$ cat src/rtl/uart_receiver.sv
// rtl/uart_receiver.sv - 8N1 UART receive engine with glitch rejection and ready/ack handshake
module uart_receiver #(
    parameter int CLKS_PER_BIT = 10416
) (
    input  logic       clk,
    input  logic       rst_n,
    input  logic       rx,
    input  logic       rx_ack,
    output logic [7:0] data_out,
    output logic       rx_ready,
    output logic       frame_err,
    output logic       overrun,
    output logic       busy
);

    localparam int CW = (CLKS_PER_BIT > 1) ? $clog2(CLKS_PER_BIT) : 1;
    // Last count of a full bit period and of the half period to the start-bit centre
    localparam logic [CW-1:0] FULL_LAST = CW'(CLKS_PER_BIT - 1);
    localparam logic [CW-1:0] HALF_LAST = CW'(CLKS_PER_BIT / 2 - 1);

    typedef enum logic [2:0] {
        IDLE,
        START,
        DATA,
        STOP,
        WAIT_IDLE
    } state_t;

    state_t          state;
    state_t          state_n;
    logic            rx_meta;
    logic            rx_s;
    logic [CW-1:0]   cnt;
    logic [CW-1:0]   cnt_n;
    logic [2:0]      bit_idx;
    logic [2:0]      bit_idx_n;
    logic [7:0]      shift;
    logic [7:0]      shift_n;
    logic            load;
    logic            ovr_set;
    logic            ferr_set;

    // Two-flop synchroniser; idle-high reset so a reset never looks like a start bit
    always_ff @(posedge clk or negedge rst_n) begin
        if (!rst_n) begin
            rx_meta <= 1'b1;
            rx_s    <= 1'b1;
        end else begin
            rx_meta <= rx;
            rx_s    <= rx_meta;
        end
    end

    // FSM state, bit timing counter, bit index and shift register
    always_ff @(posedge clk or negedge rst_n) begin
        if (!rst_n) begin
            state   <= IDLE;
            cnt     <= '0;
            bit_idx <= '0;
            shift   <= '0;
        end else begin
            state   <= state_n;
            cnt     <= cnt_n;
            bit_idx <= bit_idx_n;
            shift   <= shift_n;
        end
    end

    // Next-state logic: centre-sample start, eight data bits and the stop bit
    always_comb begin
        state_n   = state;
        cnt_n     = cnt;
        bit_idx_n = bit_idx;
        shift_n   = shift;
        load      = 1'b0;
        ovr_set   = 1'b0;
        ferr_set  = 1'b0;
        case (state)
            IDLE: begin
                if (!rx_s) begin
                    state_n = START;
                    cnt_n   = '0;
                end
            end
            START: begin
                if (cnt == HALF_LAST) begin
                    cnt_n = '0;
                    if (!rx_s) begin
                        state_n   = DATA;
                        bit_idx_n = 3'd0;
                    end else begin
                        state_n = IDLE;
                    end
                end else begin
                    cnt_n = cnt + 1'b1;
                end
            end
            DATA: begin
                if (cnt == FULL_LAST) begin
                    cnt_n            = '0;
                    shift_n[bit_idx] = rx_s;
                    if (bit_idx == 3'd7) begin
                        state_n = STOP;
                    end else begin
                        bit_idx_n = bit_idx + 3'd1;
                    end
                end else begin
                    cnt_n = cnt + 1'b1;
                end
            end
            STOP: begin
                if (cnt == FULL_LAST) begin
                    cnt_n = '0;
                    if (rx_s) begin
                        state_n = IDLE;
                        if (!rx_ready || rx_ack) begin
                            load = 1'b1;
                        end else begin
                            ovr_set = 1'b1;
                        end
                    end else begin
                        state_n  = WAIT_IDLE;
                        ferr_set = 1'b1;
                    end
                end else begin
                    cnt_n = cnt + 1'b1;
                end
            end
            WAIT_IDLE: begin
                if (rx_s) begin
                    state_n = IDLE;
                end
            end
            default: begin
                state_n = IDLE;
            end
        endcase
    end

    // Output byte, level-valid handshake and one-cycle error pulses; a load beats an ack
    always_ff @(posedge clk or negedge rst_n) begin
        if (!rst_n) begin
            data_out  <= 8'h00;
            rx_ready  <= 1'b0;
            frame_err <= 1'b0;
            overrun   <= 1'b0;
        end else begin
            if (load) begin
                data_out <= shift;
                rx_ready <= 1'b1;
            end else if (rx_ack) begin
                rx_ready <= 1'b0;
            end
            frame_err <= ferr_set;
            overrun   <= ovr_set;
        end
    end

    assign busy = (state != IDLE);

endmodule
$ cat config.mk
export PLATFORM = sky130hd
export DESIGN_NAME = uart_receiver
export DESIGN_NICKNAME = d
export VERILOG_FILES = /design/src/rtl/uart_receiver.sv
export SDC_FILE = /design/constraint.sdc
export NUM_CORES = 1
export LEC_CHECK = 0
export BUFFER_PORTS_ARGS = -buffer_cell sky130_fd_sc_hd__buf_2
export CAP_MARGIN = 40
export CORE_UTILIZATION = 53
export DETAILED_ROUTE_END_ITERATION = 7
export GPL_ROUTABILITY_DRIVEN = 0
export GPL_TIMING_DRIVEN = 0
export HOLD_SLACK_MARGIN = 0.06
export PLACE_DENSITY = 0.74
export SLEW_MARGIN = 20
export SYNTH_ARGS = -nofsm -noshare
export SYNTH_HDL_FRONTEND = slang
export SYNTH_SLANG_ARGS = --single-unit
$ cat constraint.sdc
create_clock -name clk -period 2.2 [get_ports clk]
set_clock_uncertainty 0.05 [all_clocks]
set_input_delay 0.44 -clock clk [delete_from_list [all_inputs] [get_ports clk]]
set_output_delay 0.44 -clock clk [all_outputs]
set_load 0.1 [all_outputs]
==> results of run 1 <==
where the power goes:
| part | switching [mW] | total, mW | internal, mW |
|---|---|---|---|
| clock network | 0.285 | 0.624 | 0.340 |
| logic | 0.0225 | 0.0323 | 0.00981 |
| registers | 0.00175 | 0.758 | 0.756 |
layer usage:
metal | GRT usage (%) | up-vias
met3 | 5.99 | 11
met4 | 11.7 | 0
met2 | 35.3 | 39
met1 | 33.6 | 812
li1 | - | 760
met5 | 0 | -
logic make-up after synthesis:
group                    after synthesis  share of synthesized area [%]
AND/OR/NAND/NOR                       67                           20.6
buffers and inverters                 17                           3.83
multiplexers                          18                           9.70
XOR/XNOR                               1                          0.419
AO/OA/AOI/OAI                         44                           14.4
adder cells (fa/ha/maj)                3                           1.80
flip-flops                            41                           49.2
cell usage in the layout, fill, tap and decap left out, types with 4 or more instances in the layout:
master,synthesis,routed
a21oi_1,11,11
a22o_1,6,6
a31oi_1,5,5
buf_2,4,18
buf_4,1,6
clkbuf_8,0,5
dfrtp_1,39,39
inv_1,8,8
mux2_2,18,16
nand2_1,13,13
nand3_1,6,6
nor2_1,11,11
o21ai_0,9,9
or3_1,4,4
Yosys cell counts, drive strengths merged, types with 2 or more instances:
| master | number | area share [%] |
|---|---|---|
| and4 | 3 | 1.4 |
| dfstp | 2 | 2.5 |
| nand2 | 13 | 2.3 |
| inv | 8 | 1.4 |
| nor2 | 11 | 2.0 |
| dfrtp | 39 | 47 |
| nor2b | 2 | 0.60 |
| nor3 | 6 | 2.0 |
| nand3b | 2 | 0.72 |
| a21o | 3 | 1.1 |
| o21ai | 9 | 2.2 |
| buf | 6 | 1.9 |
| clkbuf | 3 | 0.54 |
| nand4 | 3 | 1.6 |
| a31oi | 5 | 1.5 |
| nand3 | 6 | 1.4 |
| or3 | 6 | 2.1 |
| nand2b | 3 | 0.90 |
| a22o | 6 | 2.5 |
| nor3b | 5 | 2.5 |
| and4bb | 3 | 1.8 |
| a21oi | 11 | 2.6 |
| mux2 | 18 | 9.7 |
| ha | 3 | 1.8 |
worst paths after layout:
kind / to / slack, ps / cells past startpoint
worst max-delay path: shift[2]$_DFFE_PN0P_ / 50 / 6
worst min-delay path: rx_meta$_DFF_PN1_ / 180 / 1
worst max register to register: shift[2]$_DFFE_PN0P_ / 50 / 6
worst min register to register: rx_s$_DFF_PN1_ / 320 / 0
max in group asynchronous: rx_meta$_DFF_PN1_ / 1140 / 3
min in group asynchronous: cnt[3]$_DFFE_PN0P_ / 460 / 2
what timing repair did:
item,in CTS,in global routing
hold buffers,1,0
setup buffers,5,2
gates resized for setup,1,10
endpoints found under the hold margin,7,0
endpoints found under the setup margin,21,27
pin swaps,2,4
area by class of cell:
type                            instances  area [um^2]  share of cell area [%]
Multi-Input combinational cell        133         1030                    41.2
Sequential cell                        41         1030                    41.1
Timing Repair Buffer                   24          185                    7.41
Clock buffer                            5         68.8                    2.75
Tap cell                               48         60.1                    2.40
Buffer                                  9         50.0                    2.00
Clock inverter                          3         46.3                    1.85
Inverter                                8         30.0                    1.20
sequential cells by signal (all words and copies together) (netlist names):
name,cells
bit_idx,3
cnt,14
data_out,8
frame_err,1
overrun,1
rx_meta,1
rx_ready,1
rx_s,1
shift,8
state,3
stage by stage:
step / setup WS, ps / instances / area, um^2
6_report: 47.3 / 271 / 2500
5_1_grt: -30.2 / 271 / 2500
4_1_cts: 11.1 / 269 / 2420
3_5_place_dp: -176 / 255 / 2240
3_3_place_gp: -61.9 / 254 / 2220
2_1_floorplan: 71.8 / 191 / 2090
==> impl_metrics.yaml, run 1 <==
critical_path:
  cp_data_required_time_ps: 2340
  startpoint: "cnt[1]$_DFFE_PN0P_"
  rr_startpoint: "cnt[1]$_DFFE_PN0P_"
  cp_top_family: "simple AND/OR/NAND/NOR gates"
  cp_num_buf_inv: 0
  startpoint_type: "flop"
  cp_cell_sequence: "ha_4, and4_4, nand4_4, or3_4, nor3b_2, mux2_4"
  cp_max_fo: 5
  crit_path_max_incr_delay_ps: 480
  cp_slowest_cell: "or3_4"
  endpoint_kind: "flop"
  critPathKind: "reg2reg"
  cp.arrival_ps: 2300
pwr:
  power.density_mw_per_mm2: 566
  p_leak_nw: 1.19
  vdd_ir_drop_max_uv: 353
  power_mw: 1.41
timing:
  worst_slew_pin_slew_ps: 750
  finalHoldViolCount: 0
  rsz0062_at_grt: "yes"
  tns_ps: 0
  holdWs_ps: 178
  finalCritPeriodShare_pct: 97.9
  slew_headroom_pct: 50.0
  setup_viol: 0
  slew_violations: 0
  max_freq_mhz: 465
  fin_crit_ps: 2150
yosys:
  synth_edf_count: 0
  synthArstFlopShare_pct: 100
  mappedNetlistNets: 198
  ys_seq_area_share_pct: 49.2
  syn_inst: 191
  ys_warn_count: 0
  ys_ff_latch: 41
  ys.flop_type: "dfrtp_1"
  avgSynthCellArea_um2: 10.9
  syn_area_mm2: 0.00209
  synth.distinct_cells: 49
placement:
  portBuffers: 15
  dp_hpwl_um: 2990
floorplan:
  die_y_um: 64.8
  initial_core_util_pct: 56.2
  die-area_mm2: 0.00420
  die_x_um: 64.8
  io_pins: 16
  rows: 22
  coreArea_mm2: 0.00372
cts:
  clock_latency_ps: 300
  root_buffer: "clkbuf_8"
  cts_buffer_depth: 2
  clk_pin_slew_ps: 80
  cts_buffers: 5
  cts_tree: "done"
  cts_sinks: 41
  htree_levels: 2
outcome:
  status: "finished clean"
route:
  drt-met1-wl_um: 2070
  viasPerCell: 5.99
  postRouteAntennaNets: 0
  totalWireLength_um: 4510
  highest_layer: "met4"
  met3_length_um: 172
  wl_met2_um: 2170
  drc_errors: 0
  drt_first_iter_violations: 96
  via_count: 1622
  wl_per_cell_um: 16.6
  dr.pass1.iters: 4
final_layout:
  fillCellCount: 287
  nNetsFinal: 229
  area_growth_pct: 19.6
  drive_gt1_share_pct: 34.5
  utilization_pct: 67.3
  antenna_cells: 0
global_routing:
  grt_pass1_wl_um: 7570
  grt_remaining_overflow: 0
  grt_use_total_pct: 24.2
  grt_pass1_vias: 1577
  grt_max_degree: 35
  antenna_found_initial: 0
worst_hold_path:
  hp-start: "rx"
  min_path_type: "in2reg"
flow_run:
  maxCapViolCount: 0
No activity file was read; power rests on OpenSTA's default activity.
==> run 2, diff against run 1 <==
- ABC_AREA: default -> 1
- CORE_UTILIZATION: 53 -> 54
- PLACE_DENSITY: 0.74 -> 0.72
- clock period: 2.2 -> 2.6 ns (I/O delays scaled with it)
==> run 2 against run 1 <==
  * Flip-flop and latch count did not move
  * Hold slack worse by 120 ps
  * Combinational power shrank 28%
  * Synthesized area is 10% higher
  * Non-clock buffer count down 13
  * Cell area is 3.0% higher
  * Final cell count grew 44%
  * Critical path depth shrank 3
  * Global-route usage grew 0.17 points
  * Count of clock-buffer cells in the layout is the same
  * Utilization is 3.8 points lower
  * Synthesized cell count increased by 65%
  * Largest cell class unchanged
==> impl_metrics.yaml, run 2 <==
timing:
  rsz0062_at_grt: "no"
  setup_viol: 0
  tns_ps: 0
  finalHoldViolCount: 0
  fin_crit_ps: 1870
  worst_slew_pin_slew_ps: 493
  finalCritPeriodShare_pct: 72.0
  slew_violations: 0
  holdWs_ps: 63.1
  slew_headroom_pct: 67.3
  finalWorstSetupSlack_ps: 727
  max_freq_mhz: 534
cts:
  cts_sinks: 41
  ctsResizeCount: 0
  cts_buffer_depth: 2
  cts_buffers: 5
  clk_pin_slew_ps: 80
  clock_latency_ps: 300
  htree_levels: 2
  cts_tree: "done"
  cts_hold_buf: 0
  cts_setup_buffers: 0
  root_buffer: "clkbuf_8"
yosys:
  synthArstFlopShare_pct: 100
  syn_inst: 316
  syn_area_mm2: 0.00230
  yosys-top-cells-count: "nand2_1, nor2_1, dfrtp_1"
  ys_seq_area_share_pct: 44.7
  synth_edf_count: 0
  yosysMostFrequentCell: "nand2_1"
  ys.flop_type: "dfrtp_1"
  avgSynthCellArea_um2: 7.28
  synth_top_area_share_pct: 42.4
  mappedNetlistNets: 323
  ys_ff_latch: 41
  yosys.area.top_type: "dfrtp_1"
  synth.distinct_cells: 23
  yosys-top-cells-area: "dfrtp_1, nand2_1, nor2_1"
  ys_warn_count: 0
route:
  drt_first_iter_violations: 161
  via_count: 1987
  drc_errors: 0
  wl_per_cell_um: 12.0
  viasPerCell: 5.09
  totalWireLength_um: 4700
  postRouteAntennaNets: 0
  dr.pass1.iters: 5
flow_run:
  maxCapViolCount: 0
critical_path:
  cp_slowest_cell: "dfrtp_1"
  startpoint_type: "flop"
  cp_max_fo: 4
  rrSetupSlack_ps: 830
  cp_top_family: "flip-flops"
  r2r_end: "cnt[10]$_DFFE_PN0P_"
  cp.arrival_ps: 1300
  worstSetupPathDepth: 3
  cp_num_buf_inv: 1
  critPathKind: "reg2out"
  endpoint_kind: "output port"
  ff2ff_path_depth: 10
  endpoint: "busy"
  startpoint: "state[2]$_DFFE_PN0P_"
  cp_cell_sequence: "nor2_2, nand2_1, buf_2"
  crit_path_max_incr_delay_ps: 440
  rr_startpoint: "cnt[1]$_DFFE_PN0P_"
  cp_data_required_time_ps: 2030
floorplan:
  die_x_um: 67.3
  coreArea_mm2: 0.00406
  io_pins: 16
  die-area_mm2: 0.00453
  die_y_um: 67.3
  initial_core_util_pct: 56.7
  rows: 23
final_layout:
  final_cell_mix: "nand2_1, nor2_1, dfrtp_1"
  largest_register_ff_count: 14
  regMostFlops: "cnt"
  final-instance-count-excl-fill: 390
  regArea_mm2: 0.00103
  final_common_cell: "nand2_1"
  fin_area_mm2: 0.00257
  nNetsFinal: 346
  fillCellCount: 362
  drive_gt1_share_pct: 15.3
  antenna_cells: 0
  top_regs: "cnt (14), data_out (8), shift (8)"
  multi_input_area_mm2: 0.00111
  area_growth_pct: 11.9
  utilization_pct: 63.4
placement:
  detailed_place.area_mm2: 0.00246
  dp_hpwl_um: 3440
  portBuffers: 15
  placedCellCount: 382
  post-place-ws_ps: 844
global_routing:
  grt_max_degree: 30
  antenna_found_initial: 0
  grt_pass1_vias: 1763
  grt_pass1_wl_um: 8100
  grt_remaining_overflow: 0
  grt_use_total_pct: 24.4
pwr:
  vdd_ir_drop_max_uv: 300
  p_leak_nw: 1.33
  power_mw: 1.19
  power.density_mw_per_mm2: 462
worst_hold_path:
  min_path_type: "in2async"
outcome:
  status: "finished clean"
[run 2: cell count changes in the layout (fill, tap and decap cells not counted), sizes merged, moves of 7 or more]
cell / change
nor2: +38
buf: -8
nand2: +109
a21oi: -11
nand3: +21
o21ai: +7
inv: +26
mux2: -18
[run 2: routing by layer]
layer  wire [um]  GRT usage (%)
met3         259           5.74
met5           0              0
met1        2340           33.8
met2        2060           37.1
met4          45           8.24
[run 2: worst min-delay path by stage]
stage	startpoint	endpoint	slack (ps)
final	rst_n	cnt[11]$_DFFE_PN0P_	60
after global routing	rst_n	cnt[11]$_DFFE_PN0P_	80
after CTS	rst_n	cnt[7]$_DFFE_PN0P_	60
after detailed placement	rx_meta$_DFF_PN1_	rx_s$_DFF_PN1_	300
after global placement	rx_meta$_DFF_PN1_	rx_s$_DFF_PN1_	300
after floorplan	rst_n	bit_idx[0]$_DFFE_PN0P_	170
[run 2: cell type report]
class                   instances  area share, %
plain buffers                   4           1.26
clock buffers                   5           2.67
clock inverters                 3           1.80
inverters                      34           4.96
multi-input cells             237           43.2
flip-flops and latches         41           40.0
well taps                      50           2.43
repair buffers                 16           3.69
[run 2: kinds of logic after synthesis]
family	Yosys count	synth area share (%)
flops	41	44.7
fa+ha+maj	3	1.63
xor+xnor	4	1.52
simple gates	211	40.8
buf+inv	38	6.96
compound gates	19	4.40
[run 2: where the power goes]
group | internal [mW] | leakage [nW] | switching, mW
registers | 0.640 | 0.551 | 0.00164
clock network | 0.287 | 0.0543 | 0.236
logic | 0.00595 | 0.727 | 0.0172
[run 2: worst reg2reg max path: stages, from the launching register on]
cell and delay [ps]:
dfrtp_1 370, ha_1 260, nand2_1 90, nor2_1 220
nand2_1 110, nor2_1 230, nand2_1 90, nand2_1 60
nand2_1 40, nand2_1 40, o21ai_0 70
